**src/rtl/rtc_lector_fecha.sv**
```systemverilog
// rtc_lector_fecha
// ----------------
// Reads the calendar date (day, month, year) back from the external RTC chip
// over its multiplexed address/data bus, converts the BCD register contents
// to binary, and presents it to the display/setting logic. This is the read
// side of the date path; the button-driven setting counters are the write side.
//
// One read sequence walks three registers (day, month, year). Each register
// takes an address phase (wr_n low), a gap, a data phase (rd_n low) and a
// second gap. One decode cycle follows, and then a one-cycle valido or error
// pulse.
//
// Optional build macro:
//   RTC_AUTO_REFRESH_EN - adds a free-running counter that raises an internal
//                         read request every REFRESH_CYC clocks.
//
// Ports:
//   clk      in   system clock, rising edge
//   rst_n    in   asynchronous active-low reset
//   inicio   in   single-cycle read request
//   ad_in    in   [7:0] RTC bus data driven by the chip
//   ad_out   out  [7:0] register address driven onto the bus
//   ad_oe    out  1 = ad_out is driven onto the bus
//   cs_n     out  RTC chip select, active low
//   a_d      out  0 = address phase, 1 = data phase
//   wr_n     out  write strobe, active low (latches the address)
//   rd_n     out  read strobe, active low
//   ocupado  out  high while a read sequence is in progress
//   valido   out  one-cycle pulse, sequence finished with good data
//   error    out  one-cycle pulse, sequence finished with invalid data
//   dia      out  [4:0] day, 1..31
//   mes      out  [3:0] month, 1..12
//   anio     out  [6:0] year, 0..99

`timescale 1ns/1ps

module rtc_lector_fecha #(
  parameter int         PULSE_CYC   = 4,
  parameter int         GAP_CYC     = 2,
  parameter logic [7:0] ADDR_DIA    = 8'h24,
  parameter logic [7:0] ADDR_MES    = 8'h25,
  parameter logic [7:0] ADDR_ANIO   = 8'h26,
  parameter int         REFRESH_CYC = 1000000
) (
  input  logic       clk,
  input  logic       rst_n,
  input  logic       inicio,
  input  logic [7:0] ad_in,
  output logic [7:0] ad_out,
  output logic       ad_oe,
  output logic       cs_n,
  output logic       a_d,
  output logic       wr_n,
  output logic       rd_n,
  output logic       ocupado,
  output logic       valido,
  output logic       error,
  output logic [4:0] dia,
  output logic [3:0] mes,
  output logic [6:0] anio
);

  // Reject nonsensical timing at elaboration time.
  if (PULSE_CYC < 1 || GAP_CYC < 1 || REFRESH_CYC < 1) begin : g_param_check
    $error("rtc_lector_fecha: PULSE_CYC, GAP_CYC and REFRESH_CYC must be >= 1");
  end

  typedef enum logic [2:0] {
    IDLE,
    ADDR,
    GAP1,
    DATA,
    GAP2,
    FIN
  } state_t;

  localparam logic [15:0] PULSE_LAST = 16'(PULSE_CYC - 1);
  localparam logic [15:0] GAP_LAST   = 16'(GAP_CYC - 1);

  // Register index within a sequence: 0 = day, 1 = month, 2 = year.
  localparam logic [1:0] IDX_DIA  = 2'd0;
  localparam logic [1:0] IDX_MES  = 2'd1;
  localparam logic [1:0] IDX_ANIO = 2'd2;

  state_t      state, state_nx;
  logic [15:0] cnt, cnt_nx;
  logic [1:0]  idx, idx_nx;

  logic        req;
  logic        start;

  logic [7:0]  ad_out_nx;
  logic        ad_oe_nx, cs_n_nx, a_d_nx, wr_n_nx, rd_n_nx;

  // Raw BCD as captured; only the bits that carry the value are kept.
  logic [5:0]  raw_dia;
  logic [4:0]  raw_mes;
  logic [7:0]  raw_anio;

  logic [6:0]  dia_bin;
  logic [6:0]  mes_bin;
  logic [7:0]  anio_bin;
  logic        dec_err;

  // Read request source: the external pulse, optionally ORed with a
  // periodic refresh tick. The refresh counter never pauses, so a tick that
  // lands during a busy sequence is simply lost.
`ifdef RTC_AUTO_REFRESH_EN
  localparam logic [31:0] REFRESH_LAST = 32'(REFRESH_CYC - 1);

  logic [31:0] ref_cnt;
  logic        auto_req;

  always_ff @(posedge clk or negedge rst_n) begin
    if (!rst_n) begin
      ref_cnt <= '0;
    end else if (ref_cnt == REFRESH_LAST) begin
      ref_cnt <= '0;
    end else begin
      ref_cnt <= ref_cnt + 32'd1;
    end
  end

  assign auto_req = (ref_cnt == REFRESH_LAST);
  assign req      = inicio | auto_req;
`else
  assign req = inicio;
`endif

  // A request is taken only from a quiet IDLE: the cycle carrying the
  // valido/error pulse is excluded so a request there is dropped.
  assign start = req && (state == IDLE) && !valido && !error;

  // State, phase counter and register index.
  always_ff @(posedge clk or negedge rst_n) begin
    if (!rst_n) begin
      state <= IDLE;
      cnt   <= '0;
      idx   <= IDX_DIA;
    end else begin
      state <= state_nx;
      cnt   <= cnt_nx;
      idx   <= idx_nx;
    end
  end

  // Next-state logic, then bus strobes derived from the state being entered
  // so that the registered strobes line up exactly with the state.
  always_comb begin
    state_nx  = state;
    cnt_nx    = cnt;
    idx_nx    = idx;
    ad_out_nx = 8'h00;
    ad_oe_nx  = 1'b0;
    cs_n_nx   = 1'b1;
    a_d_nx    = a_d;
    wr_n_nx   = 1'b1;
    rd_n_nx   = 1'b1;

    case (state)
      IDLE: begin
        if (start) begin
          state_nx = ADDR;
          cnt_nx   = '0;
          idx_nx   = IDX_DIA;
        end
      end
      ADDR: begin
        if (cnt == PULSE_LAST) begin
          state_nx = GAP1;
          cnt_nx   = '0;
        end else begin
          cnt_nx = cnt + 16'd1;
        end
      end
      GAP1: begin
        if (cnt == GAP_LAST) begin
          state_nx = DATA;
          cnt_nx   = '0;
        end else begin
          cnt_nx = cnt + 16'd1;
        end
      end
      DATA: begin
        if (cnt == PULSE_LAST) begin
          state_nx = GAP2;
          cnt_nx   = '0;
        end else begin
          cnt_nx = cnt + 16'd1;
        end
      end
      GAP2: begin
        if (cnt == GAP_LAST) begin
          cnt_nx = '0;
          if (idx == IDX_ANIO) begin
            state_nx = FIN;
          end else begin
            state_nx = ADDR;
            idx_nx   = idx + 2'd1;
          end
        end else begin
          cnt_nx = cnt + 16'd1;
        end
      end
      FIN: begin
        state_nx = IDLE;
      end
      default: begin
        state_nx = IDLE;
      end
    endcase

    case (state_nx)
      IDLE: begin
        a_d_nx = 1'b0;
      end
      ADDR: begin
        cs_n_nx  = 1'b0;
        a_d_nx   = 1'b0;
        wr_n_nx  = 1'b0;
        ad_oe_nx = 1'b1;
        case (idx_nx)
          IDX_DIA: ad_out_nx = ADDR_DIA;
          IDX_MES: ad_out_nx = ADDR_MES;
          default: ad_out_nx = ADDR_ANIO;
        endcase
      end
      DATA: begin
        cs_n_nx = 1'b0;
        a_d_nx  = 1'b1;
        rd_n_nx = 1'b0;
      end
      default: begin
      end
    endcase
  end

  // Registered bus outputs; reset forces the bus idle immediately.
  always_ff @(posedge clk or negedge rst_n) begin
    if (!rst_n) begin
      ad_out  <= 8'h00;
      ad_oe   <= 1'b0;
      cs_n    <= 1'b1;
      a_d     <= 1'b0;
      wr_n    <= 1'b1;
      rd_n    <= 1'b1;
      ocupado <= 1'b0;
    end else begin
      ad_out  <= ad_out_nx;
      ad_oe   <= ad_oe_nx;
      cs_n    <= cs_n_nx;
      a_d     <= a_d_nx;
      wr_n    <= wr_n_nx;
      rd_n    <= rd_n_nx;
      ocupado <= (state_nx != IDLE);
    end
  end

  // Capture the bus on the edge that closes the final DATA cycle.
  always_ff @(posedge clk or negedge rst_n) begin
    if (!rst_n) begin
      raw_dia  <= '0;
      raw_mes  <= '0;
      raw_anio <= '0;
    end else if (state == DATA && cnt == PULSE_LAST) begin
      case (idx)
        IDX_DIA: raw_dia  <= ad_in[5:0];
        IDX_MES: raw_mes  <= ad_in[4:0];
        default: raw_anio <= ad_in;
      endcase
    end
  end

  // BCD to binary. Widths leave headroom so out-of-range codes stay
  // distinguishable from legal values when checked below.
  always_comb begin
    dia_bin  = {5'd0, raw_dia[5:4]} * 7'd10 + {3'd0, raw_dia[3:0]};
    mes_bin  = {6'd0, raw_mes[4]} * 7'd10 + {3'd0, raw_mes[3:0]};
    anio_bin = {4'd0, raw_anio[7:4]} * 8'd10 + {4'd0, raw_anio[3:0]};

    dec_err  = 1'b0;
    if (raw_dia[3:0] > 4'd9 || raw_mes[3:0] > 4'd9 ||
        raw_anio[7:4] > 4'd9 || raw_anio[3:0] > 4'd9) begin
      dec_err = 1'b1;
    end
    if (dia_bin == 7'd0 || dia_bin > 7'd31) begin
      dec_err = 1'b1;
    end
    if (mes_bin == 7'd0 || mes_bin > 7'd12) begin
      dec_err = 1'b1;
    end
    if (anio_bin > 8'd99) begin
      dec_err = 1'b1;
    end
  end

  // Result update in FIN: all three fields load together or not at all,
  // and the status pulse lands in the following cycle.
  always_ff @(posedge clk or negedge rst_n) begin
    if (!rst_n) begin
      dia    <= 5'd1;
      mes    <= 4'd1;
      anio   <= 7'd0;
      valido <= 1'b0;
      error  <= 1'b0;
    end else begin
      valido <= 1'b0;
      error  <= 1'b0;
      if (state == FIN) begin
        if (dec_err) begin
          error <= 1'b1;
        end else begin
          valido <= 1'b1;
          dia    <= dia_bin[4:0];
          mes    <= mes_bin[3:0];
          anio   <= anio_bin[6:0];
        end
      end
    end
  end

endmodule
```
**config.mk**
```make
export PLATFORM = sky130hd
export DESIGN_NAME = rtc_lector_fecha
export DESIGN_NICKNAME = d
export VERILOG_FILES = /design/src/rtl/rtc_lector_fecha.sv
export SDC_FILE = /design/constraint.sdc
export NUM_CORES = 1
export LEC_CHECK = 0
export BUFFER_PORTS_ARGS = -buffer_cell sky130_fd_sc_hd__buf_2
export CORE_MARGIN = 2
export CORE_UTILIZATION = 50
export CTS_BUF_LIST = sky130_fd_sc_hd__clkbuf_16
export DETAILED_ROUTE_END_ITERATION = 8
export PLACE_DENSITY = 0.71
export SETUP_SLACK_MARGIN = 0.4
export SLEW_MARGIN = 20
export SYNTH_ARGS = -nofsm -noshare
export SYNTH_HDL_FRONTEND = slang
export SYNTH_SLANG_ARGS = --single-unit
export TNS_END_PERCENT = 30
```
**constraint.sdc**
```tcl
create_clock -name clk -period 2.8 [get_ports clk]
set_input_delay 0.28 -clock clk [delete_from_list [all_inputs] [get_ports clk]]
set_output_delay 0.28 -clock clk [all_outputs]
set_load 0.1 [all_outputs]
```
# After elaboration in Yosys (flattened, before gate mapping)
# Index checks and enable logic that the tools add are counted.
# Widths: inputs -> output; s select.
# word_totals
output_inout_bits,32
word_cells,108
mem_count,0
ff_bits,72
mem_bits_ro,0
input_bits,11
mem_bits_rw,0
latchBits,0
# classes
shift,0
add_sub_neg,5
mux,30
multipliers,3
n_bitwise,2
div_mod_pow,0
reduce_logical,30
n_eq_ne,13
n_lt_le_gt_ge,7
# op_table
cell,n
$mux 16,3
$pmux 16 s3,1
$mux 3,6
$add 16x1->16 const B,1
$eq 16x1->1 const B,1
$eq 16x2->1 const B,1
$gt 4x4->1 const B,4
$pmux 3 s5,1
$logic_not 7->1,2
$mux 1,12
$reduce_and 2->1,5
$reduce_or 2->1,5
$eq 3x2->1 const B,3
$add 8x4->8,1
$gt 8x7->1 const B,1
$pmux 2 s2,2
$add 6x4->7,1
$gt 7x5->1 const B,1
$mul 4x3->7 const B,1
$add 5x4->6,1
$eq 3x1->1 const B,2
$eq 3x3->1 const B,2
$gt 6x4->1 const B,1
$logic_not 3->1,2
16 further kinds,30

# Logic depth before layout (Yosys ltp)
# Gate-level depths: netlist of the first run.
# logic_depth
depth_word,10
depth_mapped,10
mapped_depth_nobuf,9

# Worst setup path before layout of the first run
# Ideal clock, no wire load.
# synth_timing
path_type,reg2reg
from,reg raw_anio[7]
to,reg anio[3]
setup_ns,0.126
t_required_ns,2.674
synth_period_minus_slack_ns,3.059
slack_ns,-0.259
path_buffers,1
stages_incl_launch_ff,11
arrival_ns,2.933
cell_sequence,dfrtp_1 -> ha_1 -> ha_1 -> fa_1 -> nand2_2 -> o21bai_4 -> mux2i_1 -> o21ai_2 -> nor4_4 -> buf_8 -> mux2_4
# synth_between
elab_chain_cells,9
word_cells_on_any_way,12
cone_classes,add/sub: 1; mul: 1; order compare: 2; mux: 4; bitwise: 1; reduce/logical: 3
# synth_lines
element,line_no,text
"start, declared",98,logic [7:0] raw_anio;
"start signal, assigned",269,default: raw_anio <= ad_in;
branches (longest 6 deep; another with $add 8x4->8),--,
$mux 1 *,292,if (anio_bin > 8'd99) begin
$not 1->1 (no source line) *,--,
$reduce_and 2->1 (no source line) *,--,
"end signal, assigned",316,anio <= anio_bin[6:0];
"end, declared",60,output logic [6:0] anio
# Every way passes the cells marked *.
# A chain may end at the register's enable or synchronous reset.

# Worst setup path in the final report of the first run
# layout_timing
from,reg raw_anio[7]
to,reg dia[3]
# layout_between
elab_chain_cells,9
word_cells_on_any_way,12
cone_classes,add/sub: 1; mul: 1; order compare: 2; mux: 4; bitwise: 1; reduce/logical: 3
# layout_lines
element,line_no,text
branches (longest 6 deep; another with $add 8x4->8),--,
$mux 1 *,292,
$not 1->1 (no source line) *,--,
$reduce_and 2->1 (no source line) *,--,
"end signal, assigned",314,dia <= dia_bin[4:0];
"end, declared",58,"output logic [4:0] dia,"
# Marked as above.

==> results of run 1 <==
-- registers in the layout, indices dropped and copies added, names as in the netlist, 2 cells and up --
| signal | flops |
|---|---|
| cnt | 16 |
| raw_anio | 8 |
| anio | 7 |
| raw_dia | 6 |
| dia | 5 |
| raw_mes | 5 |
| mes | 4 |
| ad_out | 3 |
| state | 3 |
| idx | 2 |
-- synth_stat cells (all sizes together) (3+ instances only) --
cell type | count | area [sq um]
a211oi | 4 | 30.0
nand4 | 5 | 37.5
nand2b | 8 | 50.1
buf | 12 | 90.1
a21o | 6 | 45.0
nor3 | 7 | 46.3
a21oi | 16 | 80.1
and3 | 11 | 68.8
fa | 3 | 60.1
clkbuf | 5 | 18.8
dfrtp | 61 | 1530
xnor2 | 8 | 70.1
a31oi | 11 | 68.8
o21ai | 13 | 68.8
and2 | 3 | 18.8
mux2 | 34 | 417
nor2 | 13 | 48.8
nand3 | 9 | 45.0
xor2 | 3 | 26.3
nand2 | 14 | 55.1
mux2i | 5 | 50.1
ha | 19 | 238
inv | 20 | 75.1
dfstp | 5 | 131
nor4 | 4 | 40.0
-- worst min path at each step --
stage               slack, ps  cells after the start                      end
finish                    180                      2  raw_anio[6]$_DFFE_PN0P_
detailed placement        250                      1       dia[2]$_DFFE_PN0P_
global route              180                      2  raw_anio[6]$_DFFE_PN0P_
floorplan                 -20                      0          a_d$_DFFE_PN0P_
CTS                       180                      2  raw_anio[6]$_DFFE_PN0P_
global placement          260                      1       dia[2]$_DFFE_PN0P_
-- per-stage QoR --
stage	std cells	hold slack, ps	setup TNS [ps]	total power, mW	util
floorplan	336	-15.6	-2620	1.06	-
global placement	473	256	-590	1.10	0.566
detailed placement	473	252	-1140	1.10	0.566
CTS	490	181	-1170	2.21	0.613
global route	498	179	-4730	2.27	0.635
finish	498	185	-3200	2.20	0.635
-- power by group --
part / switching (mW) / total (mW) / internal, mW
clock network: 0.421 / 1.11 / 0.685
logic: 0.0804 / 0.123 / 0.0421
registers: 0.00742 / 0.970 / 0.963
total: 0.509 / 2.20 / 1.69
-- cell usage in the layout (no fill, tap or decap), drive strengths merged, types with 5 or more instances in the layout --
| cell type | count |
|---|---|
| clkbuf | 9 |
| dfrtp | 61 |
| a21oi | 16 |
| o21ai | 13 |
| dfstp | 5 |
| a21o | 6 |
| xnor2 | 8 |
| mux2i | 5 |
| inv | 20 |
| ha | 19 |
| nor2 | 13 |
| and3 | 11 |
| nand2 | 14 |
| nor3 | 7 |
| nand3 | 9 |
| nand4 | 5 |
| nand2b | 8 |
| mux2 | 34 |
| buf | 63 |
| a31oi | 11 |
-- logic make-up (layout without fill, tap and decap cells) --
group / count (synthesis) / after routing / share of synthesized area
AND/OR/NAND/NOR: 88 / 88 / 0.141
AO/OA/AOI/OAI: 69 / 69 / 0.132
flip-flops: 66 / 66 / 0.445
multiplexers: 39 / 39 / 0.125
buffers and inverters: 37 / 100 / 0.0494
adder cells (fa/ha/maj): 22 / 22 / 0.0800
XOR/XNOR: 11 / 11 / 0.0259
other: 1 / 4 / 0.00101
-- routing by layer --
layer | GRT usage | up-vias | part of all wire
met1 | 0.251 | 1385 | 0.44
met5 | 0 | - | 0
met4 | 0.0667 | 0 | 0.018
met3 | 0.0576 | 15 | 0.039
li1 | - | 1317 | -
met2 | 0.326 | 54 | 0.50
-- final cells by class --
class	instances	area [sq um]
clock buffer	9	225
clock inverter	7	70.1
fill	577	2630
inverter	20	75.1
multi-input combinational	233	2000
sequential	66	1660
tap	99	124
timing repair buffer	64	432
-- what timing repair did --
item	4_1_cts	5_1_grt
pin swaps	3	10
gates resized for setup	8	22
endpoints found under the hold margin	17	0
hold buffers	1	0
setup buffers	0	8
endpoints found under the setup margin	18	45
==> out/summary.txt, run 1 <==
SETUP PATH
-----------------------------------------------------------------------------------------
Worst path required time                                                          3020 ps
Flop-to-flop setup slack                                                          -230 ps
Depth of the worst register-to-register path                                           11
Worst path slowest cell                                                      sky130_fd_sc_hd__fa_2
Maximum fanout encountered on the critical timing path                                  7
Reg-to-Reg Start                                                             raw_anio[7]$_DFFE_PN0P_
Cell family contributing the most delay on the critical path                  adder cells
Type of the worst setup path                                                      reg2reg
Startpoint class of the critical path                                                flop
Arrival time at the worst endpoint                                                3250 ps
Number of gates on the worst path with buffers counted                                 11
Endpoint of the lowest-slack register-to-register path                       dia[3]$_DFFE_PN0P_
Maximum cell stage delay along the critical path                                   590 ps
Capturing instance or port of the critical path                              dia[3]$_DFFE_PN0P_
Buffering stage count on the worst path with inverters included                         2
Source of the critical timing path                                           raw_anio[7]$_DFFE_PN0P_
Worst setup EP type                                                                  flop
Most numerous cell on the critical path                                      sky130_fd_sc_hd__ha_4
Crit path cell chain                                                         ha_4 -> ha_4 -> fa_2 -> nand2_2 -> o21bai_4 -> mux2i_2 -> o21ai_2 -> nor4_4 -> buf_12 -> buf_8 -> mux2_4

CLOCK TREE
-----------------------------------------------------------------------------------------
Number of buffers between clock root and the deepest sink                               2
Number of clock sinks                                                                  66
Library cell used as clock root buffer                                       sky130_fd_sc_hd__clkbuf_16
Clock transition at path regs                                                       60 ps
Number of levels the H-tree was split into                                              3
CTS buffer count                                                                        9
TritonCTS clock tree                                                                 done
Insertion delay of the later-clocked pin in the worst-skew pair                    330 ps

TIMING
-----------------------------------------------------------------------------------------
Max-slew headroom at the worst pin                                                  0.321
Final critical-path setup slack                                                   -233 ps
Achievable frequency                                                              330 MHz
Setup-failing EPs final                                                                16
Final Hold Violating Endpoints                                                          0
Setup repair after global routing missed its margin                                   yes
Clock Skew                                                                        3.75 ps
Worst Tran Pin Value                                                              1020 ps
Period Utilization, post-route                                                       1.08
Final count of pins violating max slew                                                  0
Final Critical Period                                                             3030 ps

DETAILED ROUTING
-----------------------------------------------------------------------------------------
Number of detailed-routing iterations run before antenna repair                         4
First DRT Iteration DRCs                                                              102
Wire length per cell                                                         16.1 microns
Mean number of vias per cell                                                         5.56
Count of nets left with antenna violations after detail routing                         0
Total detailed-routing wirelength                                            7990 microns
DRC Markers                                                                             0
Total vias in the final route                                                        2771

YOSYS
-----------------------------------------------------------------------------------------
Portion of the post-synthesis area used by sequential elements                      0.445
Mapped Cells                                                                          333
EDFF count, synth                                                                       0
Post-synthesis instance area                                                   3720 sq um
Post-Syn Area per Cell                                                         11.2 sq um
Number of synthesis warnings                                                            0
Flops & latches, synth                                                                 66
Distinct cells, synth                                                                  64
Proportion of register bits with asynchronous set or reset after synthesis           1.00
Dominant register cell in the synthesized netlist                            sky130_fd_sc_hd__dfrtp_1

POWER
-----------------------------------------------------------------------------------------
Pwr per Cell Area                                                             480 nW/um^2
Largest voltage drop on the vdd net                                              0.366 mV
Static leakage power                                                              2.20 nW

PLACEMENT
-----------------------------------------------------------------------------------------
Place WS                                                                          -110 ps
Placed Area                                                                    4080 sq um
Placer's final routability congestion estimate                                      0.877
Number of input and output port buffers inserted                                       38
Post-DP HPWL                                                                 5450 microns

STATUS
-----------------------------------------------------------------------------------------
Violations in the final reports                                              negative setup slack
Status                                                                       complete, but fails checks

MIN PATH
-----------------------------------------------------------------------------------------
Hold/Removal Path Class                                                            in2reg
Hold Crit Start                                                                  ad_in[6]

DIE
-----------------------------------------------------------------------------------------
Height of the die                                                            90.3 microns
Die outline area                                                               8150 sq um
Site Rows                                                                              31
Number of I/O pins                                                                     43
Floorplan die width                                                          90.3 microns
Core region area                                                               7210 sq um
Initial standard-cell utilization of the core                                       0.516

LAYOUT
-----------------------------------------------------------------------------------------
Layout Nets                                                                           427
Layout cells sized above 1                                                          0.366
Area added between synthesis and finish                                             23.1%
Area of all placed cells without fillers                                       4580 sq um
Diode count                                                                             0

GLOBAL ROUTING
-----------------------------------------------------------------------------------------
Pin count of the biggest net entering global routing                                   29
Sum of overflow across all layers after global routing                                  0
Via count of the first global-routing pass                                           2624
Total routing resource utilization after global routing                             0.198
Global-route wire length before repair                                       12800 microns
Initial antenna violation count                                                         0

FLOW RUN
-----------------------------------------------------------------------------------------
Number of max-capacitance violations reported                                           0

Note: power is estimated with default switching activity, not from simulation.
==> inputs of run 2 (changes only) <==
BUFFER_PORTS_ARGS = -buffer_cell sky130_fd_sc_hd__buf_4   (was -buffer_cell sky130_fd_sc_hd__buf_2)
==> run 2 against run 1 <==
Against the previous run:
- the run still ends with negative setup slack left
- hold slack lost 140 ps
- critical path type unchanged
- sequential power is essentially flat
- largest cell class unchanged
- setup slack improved by 27 ps
- global-route usage up 0.53 points
- combinational power barely moved
- clock skew rose by 0.73 ps
- flip-flop and latch count did not move
- die area unchanged
- first-iteration DRC count down 24%
- sequential share of layout area down 0.41 points
- critical endpoint is now mes[1]$_DFFE_PN0P_
==> out/summary.txt, run 2 (synthesis gave the netlist of run 1 again) <==
LAYOUT
------------------------------------------------------------------------------
Layout Nets                                                                422   -1.2%
Area added between synthesis and finish                                  24.7%
Layout cells sized above 1                                               0.368   +0.00211
Most common library cell in the layout ignoring fill and taps     sky130_fd_sc_hd__dfrtp_1
Highest-count cells in the layout ignoring fill and taps          57 x sky130_fd_sc_hd__dfrtp_1, 56 x sky130_fd_sc_hd__buf_4, 20 x sky130_fd_sc_hd__inv_1
Leading registers by flop count                                   cnt x16, raw_anio x8, anio x7
Diode count                                                                  0   unchanged
FF/Latch Area                                                       1660 sq um   +0.15%
Multi-input gate area in the final layout                           2010 sq um   +0.63%
Number of flip-flops in the largest register                                16   unchanged
Filler Cells Inserted                                                      601   +4.2%
Final non-filler cell total                                                493   -1.0%
Register containing the most flip-flops in the final layout                cnt

STATUS
------------------------------------------------------------------------------
Status                                                            complete, but fails checks
Violations in the final reports                                   negative setup slack

DETAILED ROUTING
------------------------------------------------------------------------------
First DRT Iteration DRCs                                                    78   -24%
DRC Markers                                                                  0   unchanged
Total detailed-routing wirelength                                 7910 microns   -1.1%
Mean number of vias per cell                                              5.49   -1.4%
Count of nets left with antenna violations after detail routing              0   unchanged
Wire length per cell                                              16.0 microns   about the same
Total vias in the final route                                             2706   -2.3%
Number of detailed-routing iterations run before antenna repair              4   unchanged

TIMING
------------------------------------------------------------------------------
Achievable frequency                                                   333 MHz   +0.90%
Clock Skew                                                             4.48 ps   +0.730 ps
Setup-failing EPs final                                                     16   unchanged
Final critical-path setup slack                                        -206 ps   +27.1 ps
Period Utilization, post-route                                            1.07   -0.00966
Final count of pins violating max slew                                       0   unchanged
Final Hold Violating Endpoints                                               0   unchanged
Final Critical Period                                                  3010 ps   -27.1 ps
Final-layout setup total negative slack                               -3030 ps   +166 ps
Max-slew headroom at the worst pin                                       0.319   -0.00226
Setup repair after global routing missed its margin                        yes
Worst Tran Pin Value                                                   1020 ps   +3.39 ps

GLOBAL ROUTING
------------------------------------------------------------------------------
Global-route wire length before repair                            13300 microns   +3.3%
Pin count of the biggest net entering global routing                        67   +130%
Via count of the first global-routing pass                                2723   +3.8%
Sum of overflow across all layers after global routing                       0   unchanged
Initial antenna violation count                                              0   unchanged
Total routing resource utilization after global routing                  0.203   +0.00526

CLOCK TREE
------------------------------------------------------------------------------
CTS buffer count                                                             9   unchanged
CTS Hold Buffers Added                                                       0   -1
Number of clock sinks                                                       66   unchanged
Clock transition at path regs                                            60 ps   about the same
Library cell used as clock root buffer                            sky130_fd_sc_hd__clkbuf_16
Number of levels the H-tree was split into                                   3   unchanged
Number of buffers between clock root and the deepest sink                    2   unchanged
TritonCTS clock tree                                                      done
Insertion delay of the later-clocked pin in the worst-skew pair         330 ps   about the same

POWER
------------------------------------------------------------------------------
Pwr per Cell Area                                                  475 nW/um^2   -1.0%
Static leakage power                                                   2.18 nW   -1.2%
Largest voltage drop on the vdd net                                   0.342 mV   -6.6%

DIE
------------------------------------------------------------------------------
Number of I/O pins                                                          43   unchanged
Floorplan die width                                               90.3 microns   unchanged
Height of the die                                                 90.3 microns   unchanged
Core region area                                                    7210 sq um   unchanged
Site Rows                                                                   31   unchanged
Initial standard-cell utilization of the core                            0.516   unchanged
Die outline area                                                    8150 sq um   unchanged

PLACEMENT
------------------------------------------------------------------------------
Post-DP HPWL                                                      5360 microns   -1.7%
Cells after DPL                                                            471   -0.42%
Number of input and output port buffers inserted                            38   unchanged
Placer's final routability congestion estimate                           0.863   -1.6%

SETUP PATH
------------------------------------------------------------------------------
Type of the worst setup path                                           reg2reg
Crit path cell chain                                              ha_4 -> ha_4 -> fa_1 -> nand2_2 -> o21bai_4 -> mux2i_2 -> o21ai_2 -> nor4_4 -> buf_4 -> buf_12 -> mux2_4
Most numerous cell on the critical path                           sky130_fd_sc_hd__ha_4
Maximum cell stage delay along the critical path                        570 ps   -20 ps
Worst path required time                                               3010 ps   about the same
Startpoint class of the critical path                                     flop
Worst path slowest cell                                           sky130_fd_sc_hd__fa_1
Maximum fanout encountered on the critical timing path                       7   unchanged
Arrival time at the worst endpoint                                     3220 ps   -30 ps
Worst setup EP type                                                       flop

FLOW RUN
------------------------------------------------------------------------------
Number of max-capacitance violations reported                                0   unchanged

MIN PATH
------------------------------------------------------------------------------
Hold/Removal Path Class                                               in2async

-- run 2: cell count changes in the layout (fill, tap and decap cells not counted), moves of 2 or more --
| cell | before | now |
|---|---|---|
| sky130_fd_sc_hd__dfrtp_1 | 59 | 57 |
| sky130_fd_sc_hd__buf_2 | 38 | 0 |
| sky130_fd_sc_hd__nor4_2 | 0 | 2 |
| sky130_fd_sc_hd__buf_6 | 3 | 1 |
| sky130_fd_sc_hd__dfrtp_2 | 2 | 4 |
| sky130_fd_sc_hd__fa_1 | 1 | 3 |
| sky130_fd_sc_hd__buf_4 | 19 | 56 |
| sky130_fd_sc_hd__nor4_1 | 3 | 0 |
| sky130_fd_sc_hd__fa_2 | 2 | 0 |
-- run 2: repair_timing --
action / 4_1_cts / 5_1_grt
gates resized for setup: 9 / 21
gates cloned: 0 / 1
pin swaps: 2 / 13
setup endpoints to repair: 19 / 38
setup buffers: 1 / 4
-- run 2: cell type report --
| class | count | share of cell area |
|---|---|---|
| multi-input cells | 233 | 0.433 |
| inverters | 20 | 0.0162 |
| well taps | 99 | 0.0267 |
| repair buffers | 59 | 0.103 |
| clock buffers | 9 | 0.0485 |
| flip-flops and latches | 66 | 0.358 |
| clock inverters | 7 | 0.0151 |
-- run 2: through the flow --
step	hold WS (ps)	power (mW)	setup WS, ps	instance area [sq um]	utilization
4_1_cts	75.9	2.22	-197	4510	0.625
6_report	43.4	2.20	-206	4640	0.643
3_3_place_gp	434	1.10	-70.2	4160	0.577
2_1_floorplan	-15.6	1.06	-228	3740	-
5_1_grt	127	2.28	-314	4640	0.643
3_5_place_dp	431	1.11	-150	4160	0.577
-- run 2: final timing paths --
check / startpoint / end / slack [ps] / depth (start not counted)
worst max-delay path: raw_anio[7]$_DFFE_PN0P_ / mes[1]$_DFFE_PN0P_ / -210 / 11
worst min register to register: anio[2]$_DFFE_PN0P_ / anio[2]$_DFFE_PN0P_ / 510 / 1
worst min-delay path: rst_n / dia[2]$_DFFE_PN0P_ / 40 / 1
worst max register to register: raw_anio[7]$_DFFE_PN0P_ / mes[1]$_DFFE_PN0P_ / -210 / 11
max in group asynchronous: rst_n / cnt[5]$_DFFE_PN0P_ / 2180 / 1
min in group clk: ad_in[7] / raw_anio[7]$_DFFE_PN0P_ / 180 / 2
-- run 2: routing by layer --
| metal | vias to the layer above | wire [microns] | GRT usage |
|---|---|---|---|
| li1 | 1316 | - | - |
| met1 | 1338 | 3580 | 0.256 |
| met2 | 41 | 3980 | 0.348 |
| met3 | 11 | 220 | 0.0359 |
| met4 | 0 | 126 | 0.0795 |
| met5 | - | 0 | 0 |
-- run 2: power by group --
group	total (mW)	switching (mW)	internal [mW]	leakage, nW
Clock	1.11	0.427	0.685	0.133
Sequential	0.970	0.00755	0.963	0.800
Combinational	0.122	0.0794	0.0430	1.24
-- run 2: worst max-delay path, delay by kind of cell (launching register included) --
kind                       cells  cell delay [ps]
muxes                          2              510
adders and majority gates      3              980
AOI/OAI and AO/OA              2              290
DFF                            1              410
and+or+nand+nor                2              370
buffers and inverters          2              310
==> inputs of run 3 (changes only) <==
--- a/config.mk
+++ b/config.mk
@@ -12,5 +12,5 @@
 export DETAILED_ROUTE_END_ITERATION = 8
 export PLACE_DENSITY = 0.71
-export SETUP_SLACK_MARGIN = 0.4
+export SETUP_SLACK_MARGIN = 0.1
 export SLEW_MARGIN = 20
 export SYNTH_ARGS = -nofsm -noshare
==> constraint.sdc (replaced) <==
create_clock -name clk -period 2.8 [get_ports clk]
set_input_delay 0.56 -clock clk [delete_from_list [all_inputs] [get_ports clk]]
set_output_delay 0.56 -clock clk [all_outputs]
set_load 0.1 [all_outputs]
==> run 3 against run 2 <==
Against the previous run:
- the run still ends with negative setup slack left
- core utilization decreased by 0.99 points
- first-iteration DRC count increased by 5.1%
- hold slack improved by 280 ps
- clock-buffer cell count unchanged
- combinational power about the same
- setup slack improved by 15 ps
- routed wire length fell by 1.3%
- clock skew is essentially flat
- critical path type unchanged
- critical endpoint unchanged
- largest power group unchanged
- highest routed layer unchanged
==> out/summary.txt, run 3 (synthesis gave the netlist of run 1 again) <==
STATUS
------------------------------------------------------------------------------
Status                                                            complete, but fails checks
Violations in the final reports                                   negative setup slack

SETUP PATH
------------------------------------------------------------------------------
Depth of the worst register-to-register path                                11   unchanged
Worst setup EP type                                                       flop
Type of the worst setup path                                           reg2reg
Buffering stage count on the worst path with inverters included              2   unchanged
Most numerous cell on the critical path                           sky130_fd_sc_hd__ha_4
Reg-to-Reg Start                                                  raw_anio[7]$_DFFE_PN0P_
Cell family contributing the most delay on the critical path       adder cells
Crit path cell chain                                              ha_4 -> ha_4 -> fa_1 -> nand2_2 -> o21bai_4 -> mux2i_2 -> o21ai_2 -> nor4_4 -> buf_4 -> buf_12 -> mux2_4
Maximum cell stage delay along the critical path                        590 ps   +20 ps
Arrival time at the worst endpoint                                     3200 ps   -20 ps
Maximum fanout encountered on the critical timing path                       7   unchanged
Startpoint class of the critical path                                     flop
Flop-to-flop setup slack                                               -190 ps   +20 ps
Worst path slowest cell                                           sky130_fd_sc_hd__fa_1
Worst path required time                                               3010 ps   about the same
Endpoint of the lowest-slack register-to-register path            mes[1]$_DFFE_PN0P_

CLOCK TREE
------------------------------------------------------------------------------
Number of levels the H-tree was split into                                   3   unchanged
Insertion delay of the later-clocked pin in the worst-skew pair         330 ps   about the same
Number of buffers between clock root and the deepest sink                    2   unchanged
Number of clock sinks                                                       66   unchanged
Library cell used as clock root buffer                            sky130_fd_sc_hd__clkbuf_16
CTS buffer count                                                             9   unchanged
Clock transition at path regs                                            60 ps   about the same
TritonCTS clock tree                                                      done

POWER
------------------------------------------------------------------------------
Share of total power in sequential cells                                 0.441   about the same
Combinational share of power                                             0.054   -0.002
Static leakage power                                                   2.17 nW   -0.29%
Internal power of the cells                                            1.69 mW   -0.11%
Clock share of power                                                     0.505   about the same
Switching part of the total power                                        0.233   -0.000738
Pwr per Cell Area                                                  481 nW/um^2   +1.3%
Total power after layout                                               2.20 mW   -0.21%
Largest voltage drop on the vdd net                                   0.343 mV   +0.38%
Switching pwr                                                         0.512 mW   -0.53%

TIMING
------------------------------------------------------------------------------
Final Hold Violating Endpoints                                               0   unchanged
Period Utilization, post-route                                            1.07   -0.00537
Clock Skew                                                             4.69 ps   +0.215 ps
Final count of pins violating max slew                                       0   unchanged
Setup repair after global routing missed its margin                        yes
Achievable frequency                                                   334 MHz   +0.50%
Worst Tran Pin Value                                                    982 ps   -39.6 ps
Final Critical Period                                                  2990 ps   -15.0 ps
Max-slew headroom at the worst pin                                       0.346   +0.0264
Final hold slack                                                        321 ps   +278 ps
Setup-failing EPs final                                                     16   unchanged
Final critical-path setup slack                                        -191 ps   +15.0 ps

GLOBAL ROUTING
------------------------------------------------------------------------------
Initial antenna violation count                                              0   unchanged
Pin count of the biggest net entering global routing                        67   unchanged
Total routing resource utilization after global routing                  0.202   -0.000756
Global-route wire length before repair                            13200 microns   -0.36%
Via count of the first global-routing pass                                2720   -0.11%
Sum of overflow across all layers after global routing                       0   unchanged

PLACEMENT
------------------------------------------------------------------------------
Placed Area                                                         4160 sq um   unchanged
Placer's final routability congestion estimate                           0.863   unchanged
Number of input and output port buffers inserted                            38   unchanged
Post-DP HPWL                                                      5360 microns   unchanged
Place WS                                                               -150 ps   unchanged

DETAILED ROUTING
------------------------------------------------------------------------------
DRC Markers                                                                  0   unchanged
Number of detailed-routing iterations run before antenna repair              5   +1
Mean number of vias per cell                                              5.52   +0.54%
Count of nets left with antenna violations after detail routing              0   unchanged
First DRT Iteration DRCs                                                    82   +5.1%
Wire length per cell                                              15.9 microns   -1.1%
Total vias in the final route                                             2715   +0.33%
Total detailed-routing wirelength                                 7800 microns   -1.3%

DIE
------------------------------------------------------------------------------
Site Rows                                                                   31   unchanged
Initial standard-cell utilization of the core                            0.516   unchanged
Number of I/O pins                                                          43   unchanged
Die outline area                                                    8150 sq um   unchanged
Height of the die                                                 90.3 microns   unchanged
Core region area                                                    7210 sq um   unchanged
Floorplan die width                                               90.3 microns   unchanged

LAYOUT
------------------------------------------------------------------------------
Register containing the most flip-flops in the final layout                cnt
Area added between synthesis and finish                                  22.7%
Number of flip-flops in the largest register                                16   unchanged
Leading registers by flop count                                   cnt x16, raw_anio x8, anio x7
Highest-count cells in the layout ignoring fill and taps          61 x sky130_fd_sc_hd__dfrtp_1, 56 x sky130_fd_sc_hd__buf_4, 20 x sky130_fd_sc_hd__inv_1
Area of all placed cells without fillers                            4570 sq um   -1.5%
Layout cells sized above 1                                               0.336   -0.0321
Diode count                                                                  0   unchanged
Most common library cell in the layout ignoring fill and taps     sky130_fd_sc_hd__dfrtp_1
Layout Nets                                                                421   -0.24%

MIN PATH
------------------------------------------------------------------------------
Hold/Removal Path Class                                               in2async

FLOW RUN
------------------------------------------------------------------------------
Number of max-capacitance violations reported                                0   unchanged

-- run 3: final cells by class --
type / instances / area (sq um)
multi-input combinational: 233 / 1950
clock inverter: 7 / 70.1
inverter: 20 / 75.1
timing repair buffer: 58 / 465
sequential: 66 / 1660
clock buffer: 9 / 225
tap: 99 / 124
fill: 610 / 2640
-- run 3: power groups by stage --
stage	Sequential, mW	Combinational [mW]	Clock, mW
6_report	0.970	0.119	1.11
2_1_floorplan	0.985	0.0732	0
3_5_place_dp	0.987	0.119	0
5_1_grt	0.971	0.132	1.17
4_1_cts	0.970	0.120	1.12
3_3_place_gp	0.986	0.117	0
-- run 3: what timing repair did --
item,CTS,global route
hold buffers,0,0
gates cloned,0,1
resized for setup,3,8
pin swaps,0,6
setup endpoints to repair,17,18
setup buffers,1,3
-- run 3: metrics by stage --
stage | setup TNS, ps | util | instances
4_1_cts | -2490 | 0.621 | 488
2_1_floorplan | -2620 | - | 336
3_3_place_gp | -591 | 0.577 | 471
6_report | -2790 | 0.634 | 492
5_1_grt | -4890 | 0.634 | 492
3_5_place_dp | -1700 | 0.577 | 471
-- run 3: layer usage --
metal	wire length (microns)	vias up	share of wire	track usage
met2	3920	50	0.50	0.346
met3	293	10	0.038	0.0359
met4	128	0	0.016	0.0795
li1	-	1309	-	-
met1	3460	1346	0.44	0.255
met5	0	-	0	0
-- run 3: worst max-delay path by stage --
stage | end | cells past startpoint | start | slack (ps)
6_report | mes[1]$_DFFE_PN0P_ | 11 | raw_anio[7]$_DFFE_PN0P_ | -190
5_1_grt | mes[2]$_DFFE_PN0P_ | 11 | raw_anio[7]$_DFFE_PN0P_ | -320
4_1_cts | anio[6]$_DFFE_PN0P_ | 10 | raw_anio[5]$_DFFE_PN0P_ | -200
3_5_place_dp | anio[6]$_DFFE_PN0P_ | 10 | raw_anio[5]$_DFFE_PN0P_ | -150
3_3_place_gp | anio[6]$_DFFE_PN0P_ | 10 | raw_anio[5]$_DFFE_PN0P_ | -70
2_1_floorplan | anio[3]$_DFFE_PN0P_ | 10 | raw_anio[7]$_DFFE_PN0P_ | -230
